<file path="src/rtl/pwm_duty_decoder.sv">
// pwm_duty_decoder: measures the high time of a fixed-period PWM waveform
// and reports it as a 6-bit duty value once per frame. A frame whose length
// differs from PERIOD is flagged instead of decoded. A line that stops
// toggling is reported as 0 or 63 after TIMEOUT_FRAMES frames of silence.
// Optional build macro PWM_DECODE_GLITCH_FILTER_EN adds a 3-sample glitch
// filter after the synchronizer. This adds two cycles of latency and leaves
// the measured counts unchanged.
module pwm_duty_decoder #(
    parameter int PERIOD         = 64,
    parameter int TIMEOUT_FRAMES = 2
) (
    input  logic       sysclk,
    input  logic       reset,
    input  logic       enable,
    input  logic       pwm_in,
    output logic [5:0] duty_out,
    output logic       duty_valid,
    output logic       frame_err,
    output logic       locked
);

    localparam int                 STALL_LIMIT = TIMEOUT_FRAMES * PERIOD;
    localparam int                 STALL_W     = $clog2(STALL_LIMIT + 1);
    localparam logic [STALL_W-1:0] STALL_LAST  = STALL_W'(STALL_LIMIT - 1);
    localparam logic [8:0]         PERIOD_CNT  = 9'(PERIOD);

    typedef enum logic [1:0] {IDLE = 2'd0, HIGH = 2'd1, LOW = 2'd2} state_t;

    function automatic logic [7:0] sat_inc(input logic [7:0] v);
        return (v == 8'hFF) ? v : v + 8'd1;
    endfunction

    function automatic logic [5:0] clip_duty(input logic [7:0] v);
        return (v > 8'd63) ? 6'd63 : v[5:0];
    endfunction

    logic sync1_q, sync1_d, sync2_q, sync2_d;
    logic lvl_q, lvl_d, rise_q, rise_d, fall_q, fall_d;
    logic accept;
`ifdef PWM_DECODE_GLITCH_FILTER_EN
    logic [1:0] hist_q, hist_d;
`endif

    state_t             state_q, state_d;
    logic [7:0]         hi_q, hi_d, lo_q, lo_d;
    logic [STALL_W-1:0] stall_q, stall_d;
    logic [5:0]         duty_q, duty_d;
    logic               dv_q, dv_d, fe_q, fe_d, locked_q, locked_d;
    logic               edge_seen;

    // Synchronizer, optional glitch filter and registered edge detection
    always_comb begin
        sync1_d = pwm_in;
        sync2_d = sync1_q;
`ifdef PWM_DECODE_GLITCH_FILTER_EN
        hist_d  = {hist_q[0], sync2_q};
        accept  = ((sync2_q == hist_q[0]) && (hist_q[0] == hist_q[1])) ? sync2_q : lvl_q;
`else
        accept  = sync2_q;
`endif
        lvl_d   = accept;
        rise_d  = accept & ~lvl_q;
        fall_d  = ~accept & lvl_q;
    end

    // Front-end flops
    always_ff @(posedge sysclk or posedge reset) begin
        if (reset) begin
            sync1_q <= 1'b0;
            sync2_q <= 1'b0;
            lvl_q   <= 1'b0;
            rise_q  <= 1'b0;
            fall_q  <= 1'b0;
`ifdef PWM_DECODE_GLITCH_FILTER_EN
            hist_q  <= 2'b00;
`endif
        end else begin
            sync1_q <= sync1_d;
            sync2_q <= sync2_d;
            lvl_q   <= lvl_d;
            rise_q  <= rise_d;
            fall_q  <= fall_d;
`ifdef PWM_DECODE_GLITCH_FILTER_EN
            hist_q  <= hist_d;
`endif
        end
    end

    // Frame FSM: counts high/low time, closes frames and detects a static line
    always_comb begin
        state_d   = state_q;
        hi_d      = hi_q;
        lo_d      = lo_q;
        stall_d   = stall_q;
        duty_d    = duty_q;
        dv_d      = 1'b0;
        fe_d      = 1'b0;
        locked_d  = locked_q;
        edge_seen = rise_q | fall_q;

        if (!enable) begin
            state_d  = IDLE;
            hi_d     = 8'd0;
            lo_d     = 8'd0;
            stall_d  = '0;
            locked_d = 1'b0;
        end else begin
            stall_d = edge_seen ? '0 : stall_q + STALL_W'(1);
            case (state_q)
                IDLE: begin
                    if (rise_q) begin
                        state_d = HIGH;
                        hi_d    = 8'd1;
                        lo_d    = 8'd0;
                    end
                end
                HIGH: begin
                    if (fall_q) begin
                        state_d = LOW;
                        lo_d    = 8'd1;
                    end else begin
                        hi_d = sat_inc(hi_q);
                    end
                end
                LOW: begin
                    if (rise_q) begin
                        if (({1'b0, hi_q} + {1'b0, lo_q}) == PERIOD_CNT) begin
                            duty_d   = clip_duty(hi_q);
                            dv_d     = 1'b1;
                            locked_d = 1'b1;
                        end else begin
                            fe_d     = 1'b1;
                            locked_d = 1'b0;
                        end
                        state_d = HIGH;
                        hi_d    = 8'd1;
                        lo_d    = 8'd0;
                    end else begin
                        lo_d = sat_inc(lo_q);
                    end
                end
                default: state_d = IDLE;
            endcase

            // A static line is reported only when no edge arrives this cycle
            if (!edge_seen && (stall_q == STALL_LAST)) begin
                duty_d   = lvl_q ? 6'd63 : 6'd0;
                dv_d     = 1'b1;
                fe_d     = 1'b0;
                locked_d = 1'b0;
                state_d  = IDLE;
                hi_d     = 8'd0;
                lo_d     = 8'd0;
                stall_d  = '0;
            end
        end
    end

    // FSM and output flops
    always_ff @(posedge sysclk or posedge reset) begin
        if (reset) begin
            state_q  <= IDLE;
            hi_q     <= 8'd0;
            lo_q     <= 8'd0;
            stall_q  <= '0;
            duty_q   <= 6'd0;
            dv_q     <= 1'b0;
            fe_q     <= 1'b0;
            locked_q <= 1'b0;
        end else begin
            state_q  <= state_d;
            hi_q     <= hi_d;
            lo_q     <= lo_d;
            stall_q  <= stall_d;
            duty_q   <= duty_d;
            dv_q     <= dv_d;
            fe_q     <= fe_d;
            locked_q <= locked_d;
        end
    end

    assign duty_out   = duty_q;
    assign duty_valid = dv_q;
    assign frame_err  = fe_q;
    assign locked     = locked_q;

endmodule

</file>
<file path="config.mk">
export PLATFORM = sky130hd
export DESIGN_NAME = pwm_duty_decoder
export DESIGN_NICKNAME = d
export VERILOG_FILES = /design/src/rtl/pwm_duty_decoder.sv
export SDC_FILE = /design/constraint.sdc
export NUM_CORES = 1
export LEC_CHECK = 0
export ABC_AREA = 0
export CAP_MARGIN = 20
export CORE_MARGIN = 3
export CORE_UTILIZATION = 35
export CTS_CLUSTER_DIAMETER = 50
export DETAILED_ROUTE_END_ITERATION = 16
export DONT_BUFFER_PORTS = 1
export PLACE_DENSITY_LB_ADDON = 0.12
export SLEW_MARGIN = 25
export SYNTH_ARGS = -nofsm -noshare
export SYNTH_HDL_FRONTEND = slang
export SYNTH_SLANG_ARGS = --single-unit
</file>
<file path="constraint.sdc">
create_clock -name sysclk -period 2.9 [get_ports sysclk]
set_input_delay 0.435 -clock sysclk [delete_from_list [all_inputs] [get_ports sysclk]]
set_output_delay 0.435 -clock sysclk [all_outputs]
set_load 0.01 [all_outputs]
</file>
==> summary.md <==
| Metric | Value |
|---|---|
| Pwr dens | approximately 480 nW/µm² |
| Top delay family on crit path | compound AO/OA/AOI/OAI gates |
| Final ANT Viol Nets | 0 |
| Crit Path Category | flip-flop to flip-flop |
| Overflow after GRT | 0 |
| Layout area overhead | 9.575% |
| Setup bufs post-CTS | 0 |
| Combinational share of power | 0.077 |
| Crit. End Element | flip-flop |
| Share of cells above drive strength 1 | 0.07851 |
| CP max stage cell | dfrtp_1 |
| Syn_area_per_cell | approximately 9.8 µm² |
| Switching portion of total power | 0.2303 |
| Tcrit/Tclk final | 0.8802 |
| GP Congestion | approximately 0.76 |
| Worst path max stage delay | about 0.45 ns |
| RSZ-0062 raised after global routing | false |
| Internal | ~930 µW |
| Tot Pwr | 1.213 mW |
| Port bufs | 0 |
| Initial antenna violation count | 0 |
| R2r startpoint | hi_q[0] |
| Post-synthesis cell type count | 47 |
| Full die area | around 7700 µm² |
| Post-synthesis sequential area ratio | 0.4303 |
| Pre-antenna DRT Iters | 4 |
| Routed length per instance | 15.43 µm |
| Largest net degree at the start of global routing | 41 |
| Syn Inst Count | around 240 |
| Initial drt markers | 37 |
| Initial Util | 0.3642 |
| TritonCTS clock tree | built |
| Fmax | 0.3918 GHz |
| First-pass GRT wire length | ~8400 µm |
| Fin nets | approximately 260 |
| Syn_nets | between 200 and 300 |
| Top cell type's share of synthesized area | 0.4303 |
| Critical path capture point | duty_out[5] |
| Max VDD drop | around 0.24 mV |
| HPWL Detailed | 3535 µm |
| Post-Syn Area | around 2300 µm² |
| Fin crit period | about 2.6 ns |
| Buf/Inv on CP | 0 |
| Number of remaining DRC errors | 0 |
| Max-cap violations | 0 |
| Crit path required time | 3.07 ns |
| Final setup fails | 0 |
| Final clock skew | roughly 0.0039 ns |
| N_diodes | 0 |
| Power share of the sequential group | 0.477 |
| Vias | approximately 1700 |
| Final core occ | 0.3991 |
| Dpl cell area | between 2000 and 2500 µm² |
| Crit-path cells | ha_1 -> fa_1 -> a211oi_1 -> o21bai_1 -> a21oi_2 -> xnor2_1 -> a41oi_4 -> mux2i_1 |
| GRT Total Usage | 0.1426 |
| Filler cells | ~640 |
| Final Hold Fails | 0 |
| Cell taking the most area after synthesis | dfrtp_1 |
| Switching Power | approximately 280 µW |
| Core area | 6386 µm² |
| Slew headroom | 0.4685 |
| Via-to-Cell Ratio | 5.386 |
| Synthesis-stage register bit count | 40 |
| Synth top area cells | dfrtp_1 43%, ha_1 8.1%, nor2_1 4.5%, a21oi_1 4.1%, xnor2_1 3.8% |
| Die Y | around 88 µm |
| Fin area | 2549 µm² |
| Crit. path cell count | 8 |
| Register area | ~1000 µm² |
| Worst-Margin Slew | ~0.80 ns |
| Top-Level Pins | 13 |
| Clock Path Buffers | 2 |
| Final wirelength | 4921 µm |
| Setup TNS | 0 ns |
| Data arrival, critical path | 2.73 ns |
| Die width | 87.52 µm |
| Clk pwr share | 0.446 |
| Row count | 29 |
| Min-delay worst type | primary input to async pin |
| Area of the multi-input gates | between 1000 and 1500 µm² |
| Clock Pin Slew Worst Setup and Hold Paths | around 0.080 ns |
| Reg2Reg Depth | 8 |
| FF-to-FF setup slack | roughly 0.35 ns |
| # clock sinks | 40 |
| CP startpoint | hi_q[0] |
| Max Slew Vio Count | 0 |
| Status | complete, no violations |
| Clk root buf | clkbuf_8 |
| Crit-path max FO | 6 |
| Warnings from Yosys | 0 |
| Clk Latency, worst-skew pair | just under 0.3 ns |
| CTS H-tree lvls | 2 |
| CP Launch Type | flip-flop |
| RR Endpoint | duty_out[5] |
| Hold buffer count at cts | 0 |
| # resized after CTS | 0 |
| Vias in the first global route | about 1700 |
| Static leakage | approximately 1.2 nW |
| CTS buffer count | 5 |
[synthesized netlist by cell type (all sizes together)]
cell / count
clkbuf: 1
o221ai: 1
dfrtp: 40
and4: 2
o21ai: 18
a31oi: 1
nand2: 14
o21bai: 1
o22ai: 2
inv: 11
a41oi: 2
nand4b: 5
buf: 3
fa: 1
o211ai: 1
a21o: 2
nand4: 3
and2: 2
and4b: 2
nor3: 3
a311oi: 2
mux2i: 7
a2111oi: 1
nor2b: 5
xor2: 4
xnor2: 10
a21boi: 1
and3b: 1
and3: 10
nand3: 5
or2: 1
a21oi: 21
nor3b: 1
ha: 15
nor4: 1
a211oi: 2
nor2: 29
nand2b: 1
nand3b: 5
[layer usage]
metal  share of wire  global-route usage
met1            0.51              0.1991
met2            0.45              0.2178
met3           0.028             0.03406
met4           0.014             0.04603
met5               0                   0
[worst register-to-register path, stage by stage (launching register included)]
cell      delay [ns]
dfrtp_1         0.45
ha_1            0.26
fa_1            0.43
a211oi_1        0.30
o21bai_1        0.14
a21oi_2         0.15
xnor2_1         0.24
a41oi_4         0.29
mux2i_1         0.18
[cell usage in the layout (no fill, tap or decap), types with 7 or more instances in the layout]
master,n
nor2_1,28
xnor2_1,10
inv_1,11
dfrtp_1,40
ha_1,15
o21ai_0,16
nand2_1,14
a21oi_1,19
mux2i_1,7
and3_1,10
[how the worst min path moves through the flow]
stage	from	endpoint	slack, ns	cells past startpoint
floorplan	sync1_q	accept	0.33	0
global placement	sync1_q	accept	0.35	0
detailed placement	sync1_q	accept	0.35	0
CTS	pwm_in	sync1_q	0.16	0
global route	pwm_in	sync1_q	0.14	0
finish	reset	duty_out[1]	0.15	2
[registers in the layout (all words and copies together) (netlist names), 2 cells and up]
register / count
duty_out: 6
state_q: 2
stall_q: 8
lo_q: 8
hi_q: 8
[cell families (layout without fill, tap and decap cells)]
logic type,count (synthesis),after routing,synth area share
and+or+nand+nor,90,90,0.2093
xor gates and xnor gates,14,14,0.05271
muxes,7,7,0.03012
adders and majority gates,16,16,0.08930
buffers and inverters,15,20,0.02528
DFF,40,40,0.4303
AOI/OAI and AO/OA,55,55,0.1630
[metrics by stage]
stage                     std cells  hold slack [ns]  setup WS (ns)
after global placement          312           0.3503         0.4150
after global routing            319           0.1416         0.1812
after floorplan                 237           0.3312         0.5749
final                           319           0.1515         0.3474
after detailed placement        312           0.3458         0.3553
after CTS                       319           0.1551         0.3265
[area by class of cell]
class                      count  share of cell area
tap                           77             0.03780
clock buffer                   5             0.02700
clock inverter                 2             0.02356
multi-input combinational    182              0.4968
timing repair buffer           2            0.005891
sequential                    40              0.3927
inverter                      11             0.01620
[power by group through the flow]
stage	combinational, mW	sequential, mW	clock [mW]
2_1_floorplan	0.0754	0.586	0
3_3_place_gp	0.0958	0.590	0
3_5_place_dp	0.0955	0.591	0
4_1_cts	0.0962	0.579	0.555
5_1_grt	0.109	0.582	0.584
6_report	0.0934	0.579	0.540
(Power assumes the default switching activity.)
